File: src/rtl/scr1_dbgc_hart_seq_if.sv
// Host-command and hart DBGA signal bundle for the DBGC hart sequencer.
// slave = the sequencer itself, master = the host front-end plus hart agent it talks to.
interface scr1_dbgc_hart_seq_if;
    logic        host_cmd_vld;
    logic [1:0]  host_cmd;
    logic [31:0] host_instr;
    logic [31:0] host_ddr_wdata;
    logic        host_irq_dsbl;
    logic        host_cmd_rdy;
    logic        host_rsp_vld;
    logic [1:0]  host_rsp_status;
    logic [31:0] host_rsp_ddr;
    logic        hart_cmd;
    logic        hart_cmd_req;
    logic        hart_cmd_ack;
    logic        hart_cmd_nack;
    logic        hart_halted;
    logic        hart_except;
    logic        hart_fetch_dbgc;
    logic        hart_sstep_en;
    logic        hart_irq_dsbl;
    logic [31:0] hart_instr;
    logic [31:0] hart_dreg_out;
    logic [31:0] hart_dreg_in;
    logic        hart_dreg_wr;

    modport master (
        output host_cmd_vld, host_cmd, host_instr, host_ddr_wdata, host_irq_dsbl,
               hart_cmd_ack, hart_cmd_nack, hart_halted, hart_except, hart_dreg_in, hart_dreg_wr,
        input  host_cmd_rdy, host_rsp_vld, host_rsp_status, host_rsp_ddr,
               hart_cmd, hart_cmd_req, hart_fetch_dbgc, hart_sstep_en, hart_irq_dsbl,
               hart_instr, hart_dreg_out
    );

    modport slave (
        input  host_cmd_vld, host_cmd, host_instr, host_ddr_wdata, host_irq_dsbl,
               hart_cmd_ack, hart_cmd_nack, hart_halted, hart_except, hart_dreg_in, hart_dreg_wr,
        output host_cmd_rdy, host_rsp_vld, host_rsp_status, host_rsp_ddr,
               hart_cmd, hart_cmd_req, hart_fetch_dbgc, hart_sstep_en, hart_irq_dsbl,
               hart_instr, hart_dreg_out
    );
endinterface

File: src/rtl/scr1_dbgc_hart_seq.sv
// DBGC sequencer: turns host HALT/RESUME/STEP/EXEC commands into the hart DBGA handshake.
// Optional run timeout with forced halt is enabled by defining SCR1_DBGC_SEQ_TIMEOUT_EN.
module scr1_dbgc_hart_seq #(
    parameter int RUN_TIMEOUT = 256
) (
    input  logic                     clk,
    input  logic                     rst_n,
    scr1_dbgc_hart_seq_if.slave      bus
);
    localparam logic [1:0] CMD_HALT = 2'd0, CMD_STEP = 2'd2, CMD_EXEC = 2'd3;
    localparam logic [1:0] RSP_OK = 2'd0, RSP_NACK = 2'd1, RSP_TIMEOUT = 2'd2, RSP_EXC = 2'd3;

    if (RUN_TIMEOUT < 4 || (RUN_TIMEOUT & (RUN_TIMEOUT - 1)) != 0) begin : g_bad_timeout
        $error("RUN_TIMEOUT must be a power of two and at least 4");
    end

    typedef enum logic [2:0] {
        ST_IDLE, ST_CMD, ST_RUN_WAIT, ST_FORCE_HALT, ST_RESP
    } state_e;

    state_e      state, state_nxt;
    logic [1:0]  cmd_q, cmd_nxt;
    logic        seen_run, seen_run_nxt;
    logic        rdy_q, rdy_nxt, rsp_vld_q, rsp_vld_nxt;
    logic [1:0]  status_q, status_nxt;
    logic [31:0] rsp_ddr_q, rsp_ddr_nxt;
    logic        hcmd_q, hcmd_nxt, req_q, req_nxt;
    logic        fetch_q, fetch_nxt, sstep_q, sstep_nxt, irq_q, irq_nxt;
    logic [31:0] instr_q, instr_nxt, dreg_out_q, dreg_out_nxt;
    logic        accept, run_done;

`ifdef SCR1_DBGC_SEQ_TIMEOUT_EN
    localparam int TMR_W = $clog2(RUN_TIMEOUT);
    logic [TMR_W-1:0] timer, timer_nxt;
`endif

    assign accept   = rdy_q & bus.host_cmd_vld;
    assign run_done = seen_run & bus.hart_halted;

    always_ff @(posedge clk or negedge rst_n) begin
        if (!rst_n) begin
            state      <= ST_IDLE;
            cmd_q      <= CMD_HALT;
            seen_run   <= 1'b0;
            rdy_q      <= 1'b1;
            rsp_vld_q  <= 1'b0;
            status_q   <= RSP_OK;
            rsp_ddr_q  <= '0;
            hcmd_q     <= 1'b0;
            req_q      <= 1'b0;
            fetch_q    <= 1'b0;
            sstep_q    <= 1'b0;
            irq_q      <= 1'b0;
            instr_q    <= '0;
            dreg_out_q <= '0;
`ifdef SCR1_DBGC_SEQ_TIMEOUT_EN
            timer      <= '0;
`endif
        end else begin
            state      <= state_nxt;
            cmd_q      <= cmd_nxt;
            seen_run   <= seen_run_nxt;
            rdy_q      <= rdy_nxt;
            rsp_vld_q  <= rsp_vld_nxt;
            status_q   <= status_nxt;
            rsp_ddr_q  <= rsp_ddr_nxt;
            hcmd_q     <= hcmd_nxt;
            req_q      <= req_nxt;
            fetch_q    <= fetch_nxt;
            sstep_q    <= sstep_nxt;
            irq_q      <= irq_nxt;
            instr_q    <= instr_nxt;
            dreg_out_q <= dreg_out_nxt;
`ifdef SCR1_DBGC_SEQ_TIMEOUT_EN
            timer      <= timer_nxt;
`endif
        end
    end

    always_comb begin
        state_nxt = state;
        case (state)
            ST_IDLE:     if (accept) state_nxt = ST_CMD;
            ST_CMD: begin
                if (bus.hart_cmd_ack)
                    state_nxt = (cmd_q == CMD_STEP || cmd_q == CMD_EXEC) ? ST_RUN_WAIT : ST_RESP;
                else if (bus.hart_cmd_nack)
                    state_nxt = ST_RESP;
            end
            ST_RUN_WAIT: begin
                if (run_done)
                    state_nxt = ST_RESP;
`ifdef SCR1_DBGC_SEQ_TIMEOUT_EN
                else if (timer == '0)
                    state_nxt = ST_FORCE_HALT;
`endif
            end
`ifdef SCR1_DBGC_SEQ_TIMEOUT_EN
            // req low here means the halt request has already been answered
            ST_FORCE_HALT: if (!req_q && bus.hart_halted) state_nxt = ST_RESP;
`endif
            ST_RESP:     state_nxt = ST_IDLE;
            default:     state_nxt = ST_IDLE;
        endcase
    end

    always_comb begin
        cmd_nxt      = cmd_q;
        seen_run_nxt = seen_run;
        rdy_nxt      = (state_nxt == ST_IDLE);
        rsp_vld_nxt  = (state_nxt == ST_RESP);
        status_nxt   = status_q;
        rsp_ddr_nxt  = bus.hart_dreg_wr ? bus.hart_dreg_in : rsp_ddr_q;
        hcmd_nxt     = hcmd_q;
        req_nxt      = req_q;
        fetch_nxt    = fetch_q;
        sstep_nxt    = sstep_q;
        irq_nxt      = irq_q;
        instr_nxt    = instr_q;
        dreg_out_nxt = dreg_out_q;
`ifdef SCR1_DBGC_SEQ_TIMEOUT_EN
        timer_nxt    = (state != ST_RUN_WAIT) ? TMR_W'(RUN_TIMEOUT - 1)
                     : (timer != '0)          ? timer - 1'b1 : timer;
`endif

        if (accept) begin
            cmd_nxt      = bus.host_cmd;
            hcmd_nxt     = (bus.host_cmd == CMD_HALT);
            req_nxt      = 1'b1;
            sstep_nxt    = (bus.host_cmd == CMD_STEP) || (bus.host_cmd == CMD_EXEC);
            fetch_nxt    = (bus.host_cmd == CMD_EXEC);
            irq_nxt      = bus.host_irq_dsbl;
            instr_nxt    = bus.host_instr;
            dreg_out_nxt = bus.host_ddr_wdata;
        end

        if ((state == ST_CMD || state == ST_FORCE_HALT) && (bus.hart_cmd_ack || bus.hart_cmd_nack))
            req_nxt = 1'b0;

        if (state == ST_CMD)
            seen_run_nxt = 1'b0;
        else if (state == ST_RUN_WAIT && !bus.hart_halted)
            seen_run_nxt = 1'b1;

        if (state == ST_RUN_WAIT && state_nxt == ST_FORCE_HALT) begin
            hcmd_nxt = 1'b1;
            req_nxt  = 1'b1;
        end

        if (state_nxt == ST_RESP && state != ST_RESP) begin
            case (state)
                ST_CMD:      status_nxt = bus.hart_cmd_ack ? RSP_OK : RSP_NACK;
                ST_RUN_WAIT: status_nxt = bus.hart_except ? RSP_EXC : RSP_OK;
                default:     status_nxt = RSP_TIMEOUT;
            endcase
        end

        // irq_dsbl deliberately survives the response; only the run-mode fields drop
        if (state == ST_RESP) begin
            sstep_nxt = 1'b0;
            fetch_nxt = 1'b0;
        end
    end

    assign bus.host_cmd_rdy    = rdy_q;
    assign bus.host_rsp_vld    = rsp_vld_q;
    assign bus.host_rsp_status = status_q;
    assign bus.host_rsp_ddr    = rsp_ddr_q;
    assign bus.hart_cmd        = hcmd_q;
    assign bus.hart_cmd_req    = req_q;
    assign bus.hart_fetch_dbgc = fetch_q;
    assign bus.hart_sstep_en   = sstep_q;
    assign bus.hart_irq_dsbl   = irq_q;
    assign bus.hart_instr      = instr_q;
    assign bus.hart_dreg_out   = dreg_out_q;
endmodule

File: src/flat_wrapper.sv
// flat-port wrapper written by rule: the top's interface ports become plain ports
module scr1_dbgc_hart_seq_flat 
#(
    parameter int RUN_TIMEOUT = 256
)
  (clk, rst_n, bus_host_cmd_vld, bus_host_cmd, bus_host_instr, bus_host_ddr_wdata, bus_host_irq_dsbl, bus_hart_cmd_ack, bus_hart_cmd_nack, bus_hart_halted, bus_hart_except, bus_hart_dreg_in, bus_hart_dreg_wr, bus_host_cmd_rdy, bus_host_rsp_vld, bus_host_rsp_status, bus_host_rsp_ddr, bus_hart_cmd, bus_hart_cmd_req, bus_hart_fetch_dbgc, bus_hart_sstep_en, bus_hart_irq_dsbl, bus_hart_instr, bus_hart_dreg_out);
  scr1_dbgc_hart_seq_if bus_i ();
  input  logic clk;
  input  logic rst_n;
  input wire logic [$bits(bus_i.host_cmd_vld)-1:0] bus_host_cmd_vld;
  input wire logic [$bits(bus_i.host_cmd)-1:0] bus_host_cmd;
  input wire logic [$bits(bus_i.host_instr)-1:0] bus_host_instr;
  input wire logic [$bits(bus_i.host_ddr_wdata)-1:0] bus_host_ddr_wdata;
  input wire logic [$bits(bus_i.host_irq_dsbl)-1:0] bus_host_irq_dsbl;
  input wire logic [$bits(bus_i.hart_cmd_ack)-1:0] bus_hart_cmd_ack;
  input wire logic [$bits(bus_i.hart_cmd_nack)-1:0] bus_hart_cmd_nack;
  input wire logic [$bits(bus_i.hart_halted)-1:0] bus_hart_halted;
  input wire logic [$bits(bus_i.hart_except)-1:0] bus_hart_except;
  input wire logic [$bits(bus_i.hart_dreg_in)-1:0] bus_hart_dreg_in;
  input wire logic [$bits(bus_i.hart_dreg_wr)-1:0] bus_hart_dreg_wr;
  output wire logic [$bits(bus_i.host_cmd_rdy)-1:0] bus_host_cmd_rdy;
  output wire logic [$bits(bus_i.host_rsp_vld)-1:0] bus_host_rsp_vld;
  output wire logic [$bits(bus_i.host_rsp_status)-1:0] bus_host_rsp_status;
  output wire logic [$bits(bus_i.host_rsp_ddr)-1:0] bus_host_rsp_ddr;
  output wire logic [$bits(bus_i.hart_cmd)-1:0] bus_hart_cmd;
  output wire logic [$bits(bus_i.hart_cmd_req)-1:0] bus_hart_cmd_req;
  output wire logic [$bits(bus_i.hart_fetch_dbgc)-1:0] bus_hart_fetch_dbgc;
  output wire logic [$bits(bus_i.hart_sstep_en)-1:0] bus_hart_sstep_en;
  output wire logic [$bits(bus_i.hart_irq_dsbl)-1:0] bus_hart_irq_dsbl;
  output wire logic [$bits(bus_i.hart_instr)-1:0] bus_hart_instr;
  output wire logic [$bits(bus_i.hart_dreg_out)-1:0] bus_hart_dreg_out;
  assign bus_i.host_cmd_vld = bus_host_cmd_vld;
  assign bus_i.host_cmd = bus_host_cmd;
  assign bus_i.host_instr = bus_host_instr;
  assign bus_i.host_ddr_wdata = bus_host_ddr_wdata;
  assign bus_i.host_irq_dsbl = bus_host_irq_dsbl;
  assign bus_i.hart_cmd_ack = bus_hart_cmd_ack;
  assign bus_i.hart_cmd_nack = bus_hart_cmd_nack;
  assign bus_i.hart_halted = bus_hart_halted;
  assign bus_i.hart_except = bus_hart_except;
  assign bus_i.hart_dreg_in = bus_hart_dreg_in;
  assign bus_i.hart_dreg_wr = bus_hart_dreg_wr;
  assign bus_host_cmd_rdy = bus_i.host_cmd_rdy;
  assign bus_host_rsp_vld = bus_i.host_rsp_vld;
  assign bus_host_rsp_status = bus_i.host_rsp_status;
  assign bus_host_rsp_ddr = bus_i.host_rsp_ddr;
  assign bus_hart_cmd = bus_i.hart_cmd;
  assign bus_hart_cmd_req = bus_i.hart_cmd_req;
  assign bus_hart_fetch_dbgc = bus_i.hart_fetch_dbgc;
  assign bus_hart_sstep_en = bus_i.hart_sstep_en;
  assign bus_hart_irq_dsbl = bus_i.hart_irq_dsbl;
  assign bus_hart_instr = bus_i.hart_instr;
  assign bus_hart_dreg_out = bus_i.hart_dreg_out;
  scr1_dbgc_hart_seq #(.RUN_TIMEOUT(RUN_TIMEOUT)) u_core (.clk(clk), .rst_n(rst_n), .bus(bus_i));
endmodule
File: config.mk
export PLATFORM = sky130hd
export DESIGN_NAME = scr1_dbgc_hart_seq_flat
export DESIGN_NICKNAME = d
export VERILOG_FILES = /design/src/rtl/scr1_dbgc_hart_seq_if.sv /design/src/rtl/scr1_dbgc_hart_seq.sv /design/src/flat_wrapper.sv
export SDC_FILE = /design/constraint.sdc
export NUM_CORES = 1
export LEC_CHECK = 0
export CELL_PAD_IN_SITES_DETAIL_PLACEMENT = 1
export CELL_PAD_IN_SITES_GLOBAL_PLACEMENT = 1
export CORE_ASPECT_RATIO = 0.8
export CORE_MARGIN = 3
export CORE_UTILIZATION = 31
export DETAILED_ROUTE_END_ITERATION = 16
export GPL_TIMING_DRIVEN = 0
export PLACE_DENSITY = 0.86
export SLEW_MARGIN = 25
export SYNTH_ARGS = -nofsm -noshare
export SYNTH_HDL_FRONTEND = slang
export SYNTH_SLANG_ARGS = --single-unit
File: constraint.sdc
create_clock -name clk -period 2.1 [get_ports clk]
set_input_delay 0.21 -clock clk [delete_from_list [all_inputs] [get_ports clk]]
set_output_delay 0.21 -clock clk [all_outputs]
set_load 0.02 [all_outputs]
==> run_summary.xml <==
<?xml version="1.0" encoding="UTF-8"?>
<metrics>
  <group name="floorplan">
    <metric name="fp.dieH" unit="um">110</metric>
    <metric name="die_w" unit="um">136</metric>
    <metric name="std_cell_rows" unit="">37</metric>
    <metric name="start_util" unit="%">32.3</metric>
    <metric name="die_area" unit="sq mm">0.0150</metric>
    <metric name="number_of_top_level_design_ports" unit="">212</metric>
    <metric name="coreArea" unit="sq mm">0.0131</metric>
  </group>
  <group name="timing">
    <metric name="skew" unit="ns">0.00485</metric>
    <metric name="final_min_period_over_clock_period" unit="%">88.1</metric>
    <metric name="report.final.slew_viol_count" unit="">0</metric>
    <metric name="report.final.hold_viol_count" unit="">0</metric>
    <metric name="layout_min_cycle_time" unit="ns">1.85</metric>
    <metric name="worst-slew-pin-transition" unit="ns">0.492</metric>
    <metric name="slew_headroom" unit="%">67.2</metric>
    <metric name="rsz0062_at_grt" unit="">false</metric>
    <metric name="max_freq" unit="MHz">540</metric>
    <metric name="setup_viol_count_final" unit="">0</metric>
  </group>
  <group name="cells_and_area">
    <metric name="antennaDiodeCount" unit="">0</metric>
    <metric name="layout_commonest_cell" unit="">sky130_fd_sc_hd__clkdlybuf4s50_1</metric>
    <metric name="n_fill_cell" unit="">1305</metric>
    <metric name="layout.nets" unit="">591</metric>
    <metric name="final_cell_mix" unit="">sky130_fd_sc_hd__clkdlybuf4s50_1, sky130_fd_sc_hd__dfrtp_1, sky130_fd_sc_hd__mux2_2</metric>
    <metric name="layout-drive-gt1-share" unit="%">27.4</metric>
    <metric name="finalCoreUtilization" unit="%">52.8</metric>
    <metric name="finalNonFillerCells" unit="">664</metric>
    <metric name="multi_input_comb_area" unit="sq mm">0.00138</metric>
    <metric name="areaGrowthSynthToFinish" unit="%">63.7</metric>
    <metric name="final-seq-area" unit="sq mm">0.00275</metric>
  </group>
  <group name="hold_path">
    <metric name="hold_class" unit="">input port to register</metric>
    <metric name="hold_path_startpoint" unit="">bus_hart_dreg_wr</metric>
  </group>
  <group name="cts">
    <metric name="cts.sink_count" unit="">110</metric>
    <metric name="htree_levels" unit="">3</metric>
    <metric name="cts_max_path_buffers" unit="">2</metric>
    <metric name="insertion_delay_to_the_later_sink_of_the_worst_skew_pair" unit="ns">0.34</metric>
    <metric name="cts_root_buffer" unit="">sky130_fd_sc_hd__clkbuf_16</metric>
    <metric name="cts_buffers" unit="">9</metric>
    <metric name="worst_setup_hold_path_clk_slew" unit="ns">0.07</metric>
    <metric name="cts_tree" unit="">built</metric>
    <metric name="post_cts_resized" unit="">0</metric>
  </group>
  <group name="drt">
    <metric name="average_wire_per_cell_in_the_routed_design" unit="um">18.4</metric>
    <metric name="route.antenna.remaining_nets" unit="">0</metric>
    <metric name="first_pass_iters" unit="">4</metric>
    <metric name="drt_iter0_markers" unit="">75</metric>
    <metric name="routed_wl" unit="um">12200</metric>
    <metric name="drc_errors" unit="">0</metric>
    <metric name="vias_per_cell" unit="">4.53</metric>
    <metric name="via_count" unit="">3009</metric>
  </group>
  <group name="setup_path">
    <metric name="cp_data_required_time" unit="ns">2.33</metric>
    <metric name="critical_path.startpoint_type" unit="">register</metric>
    <metric name="max_stage_delay" unit="ns">0.56</metric>
    <metric name="endpoint_kind" unit="">register</metric>
    <metric name="worst-endpoint-arrival" unit="ns">2.08</metric>
    <metric name="worstSetupPathType" unit="">register to register</metric>
    <metric name="cp-startpoint" unit="">u_core.bus.host_cmd_rdy</metric>
    <metric name="family_with_the_most_delay_on_the_worst_path" unit="">buffers and inverters</metric>
    <metric name="reg2reg_slack" unit="ns">0.25</metric>
    <metric name="crit_chain" unit="">and2_1 -&gt; buf_2 -&gt; buf_4 -&gt; buf_2 -&gt; mux2_2</metric>
    <metric name="crit_slowest_cell" unit="">sky130_fd_sc_hd__dfstp_2</metric>
    <metric name="cpMostUsedCell" unit="">sky130_fd_sc_hd__buf_2</metric>
    <metric name="timing.critical_path.buf_inv" unit="">3</metric>
    <metric name="crit_path_max_fanout" unit="">10</metric>
    <metric name="startpoint_of_the_worst_register_to_register_path" unit="">u_core.bus.host_cmd_rdy</metric>
  </group>
  <group name="placed_design">
    <metric name="dp_cells" unit="">647</metric>
    <metric name="routabilityCongestion" unit="">0.723</metric>
    <metric name="hpwl" unit="um">9500</metric>
    <metric name="io_buffers" unit="">210</metric>
  </group>
  <group name="logic_synthesis">
    <metric name="synth-warning-count" unit="">0</metric>
    <metric name="syn_area" unit="sq mm">0.00421</metric>
    <metric name="synth-async-reset-ratio" unit="%">100</metric>
    <metric name="synth.ff_latch_count" unit="">110</metric>
    <metric name="synth_enable_flop_cells" unit="">0</metric>
    <metric name="syn-mean-instance-area" unit="sq um">16.1</metric>
    <metric name="seq_area_frac_synth" unit="%">65.4</metric>
    <metric name="synthesis.nets" unit="">368</metric>
    <metric name="synthCells" unit="">261</metric>
    <metric name="synth_cell_type_count" unit="">30</metric>
    <metric name="synth_flop_cell" unit="">sky130_fd_sc_hd__dfrtp_1</metric>
  </group>
  <group name="pwr">
    <metric name="seq_power_share" unit="%">36.1</metric>
    <metric name="clockPowerShare" unit="%">20.0</metric>
    <metric name="power_density" unit="mW/mm^2">1320</metric>
    <metric name="netSwitchingFraction" unit="%">33.5</metric>
    <metric name="ir_drop" unit="V">0.000659</metric>
    <metric name="comb_power_share" unit="%">44.0</metric>
    <metric name="leakagePower" unit="nW">2.82</metric>
    <metric name="p_int" unit="mW">6.07</metric>
    <metric name="p_sw" unit="mW">3.05</metric>
  </group>
  <group name="global_route">
    <metric name="met2_usage" unit="%">27.7</metric>
    <metric name="initial_antenna_violation_count" unit="">0</metric>
    <metric name="groute.layer.met1.usage" unit="%">18.0</metric>
    <metric name="largest_net_degree_at_the_start_of_global_routing" unit="">61</metric>
    <metric name="global_route_usage_sum" unit="%">16.2</metric>
    <metric name="met3_usage" unit="%">8.08</metric>
    <metric name="busiest_layer" unit="">met2</metric>
    <metric name="globalRoute.totalOverflow" unit="">0</metric>
    <metric name="grt_pass1_wl" unit="um">18700</metric>
    <metric name="grt_pass1_vias" unit="">3407</metric>
  </group>
  <group name="run">
    <metric name="drv_cap" unit="">0</metric>
  </group>
  <group name="run_status">
    <metric name="outcome" unit="">complete, no violations</metric>
  </group>
</metrics>
metrics by stage:
stage	total power, mW	area [sq um]	setup TNS (ns)	hold slack (ns)	setup slack, ns
CTS	9.29	6890	0	0.258	0.195
detailed placement	7.40	6560	0	0.190	0.0154
global route	9.64	6890	0	0.275	0.0983
finish	9.13	6890	0	0.262	0.249
global placement	7.22	6530	-356.70	0.471	-3.26
floorplan	5.29	4210	0	-0.0856	0.436
sequential cells by signal, indices dropped and copies added, names as in the netlist, 2 cells and up:
name	cells
u_core.bus.hart_dreg_out	32
u_core.bus.hart_instr	32
u_core.bus.host_rsp_ddr	32
u_core.bus.host_rsp_status	2
u_core.state	3
layer usage:
metal / routed length (um) / up-vias
met3: 1390 / 13
met4: 156 / 0
li1: - / 1362
met5: 0 / -
met2: 5920 / 145
met1: 4760 / 1489
cell type report:
cell class              instances  share of cell area [%]
plain buffers                  14                    1.16
clock inverters                 7                    1.43
multi-input cells             137                    20.0
repair buffers                212                    31.1
well taps                     175                    3.18
flip-flops and latches        110                    39.9
clock buffers                   9                    3.27
timing repair:
action,in CTS,in global routing
setup buffers,0,0
hold buffers,1,0
hold endpoints to repair,49,0
cell families (layout without fill, tap and decap cells):
group / count (synthesis) / count (layout) / synth area share [%]
muxes: 99 / 99 / 26.7
buffers and inverters: 14 / 242 / 1.90
and+or+nand+nor: 26 / 26 / 3.54
AOI/OAI and AO/OA: 12 / 12 / 2.50
DFF: 110 / 110 / 65.4
power groups by stage:
stage	combinational (mW)	clock, mW	sequential [mW]
2_1_floorplan	1.11	0	4.17
3_3_place_gp	3.95	0	3.27
3_5_place_dp	4.07	0	3.33
4_1_cts	4.08	1.90	3.30
5_1_grt	4.26	1.97	3.40
6_report	4.02	1.82	3.29
final timing paths:
path                       cells past startpoint                      endpoint
max                                            5     u_core.bus.hart_instr[24]
min                                            2   u_core.bus.host_rsp_ddr[20]
max reg2reg                                    5     u_core.bus.hart_instr[24]
min reg2reg                                    2           u_core.bus.hart_cmd
max in group asynchronous                      3   u_core.bus.host_rsp_ddr[17]
min in group asynchronous                      2  u_core.bus.hart_dreg_out[29]
cells in the mapped netlist (all sizes together), types with 2 or more instances:
master,count,area share (%)
dfrtp,109,65
mux2,99,27
buf,13,1.8
nand2,11,0.98
a21oi,3,0.36
o32ai,3,1.1
or3b,3,0.68
and2,2,0.30
nand3b,2,0.36
nor3,2,0.24
nor3b,2,0.36
(Power assumes the default switching activity.)
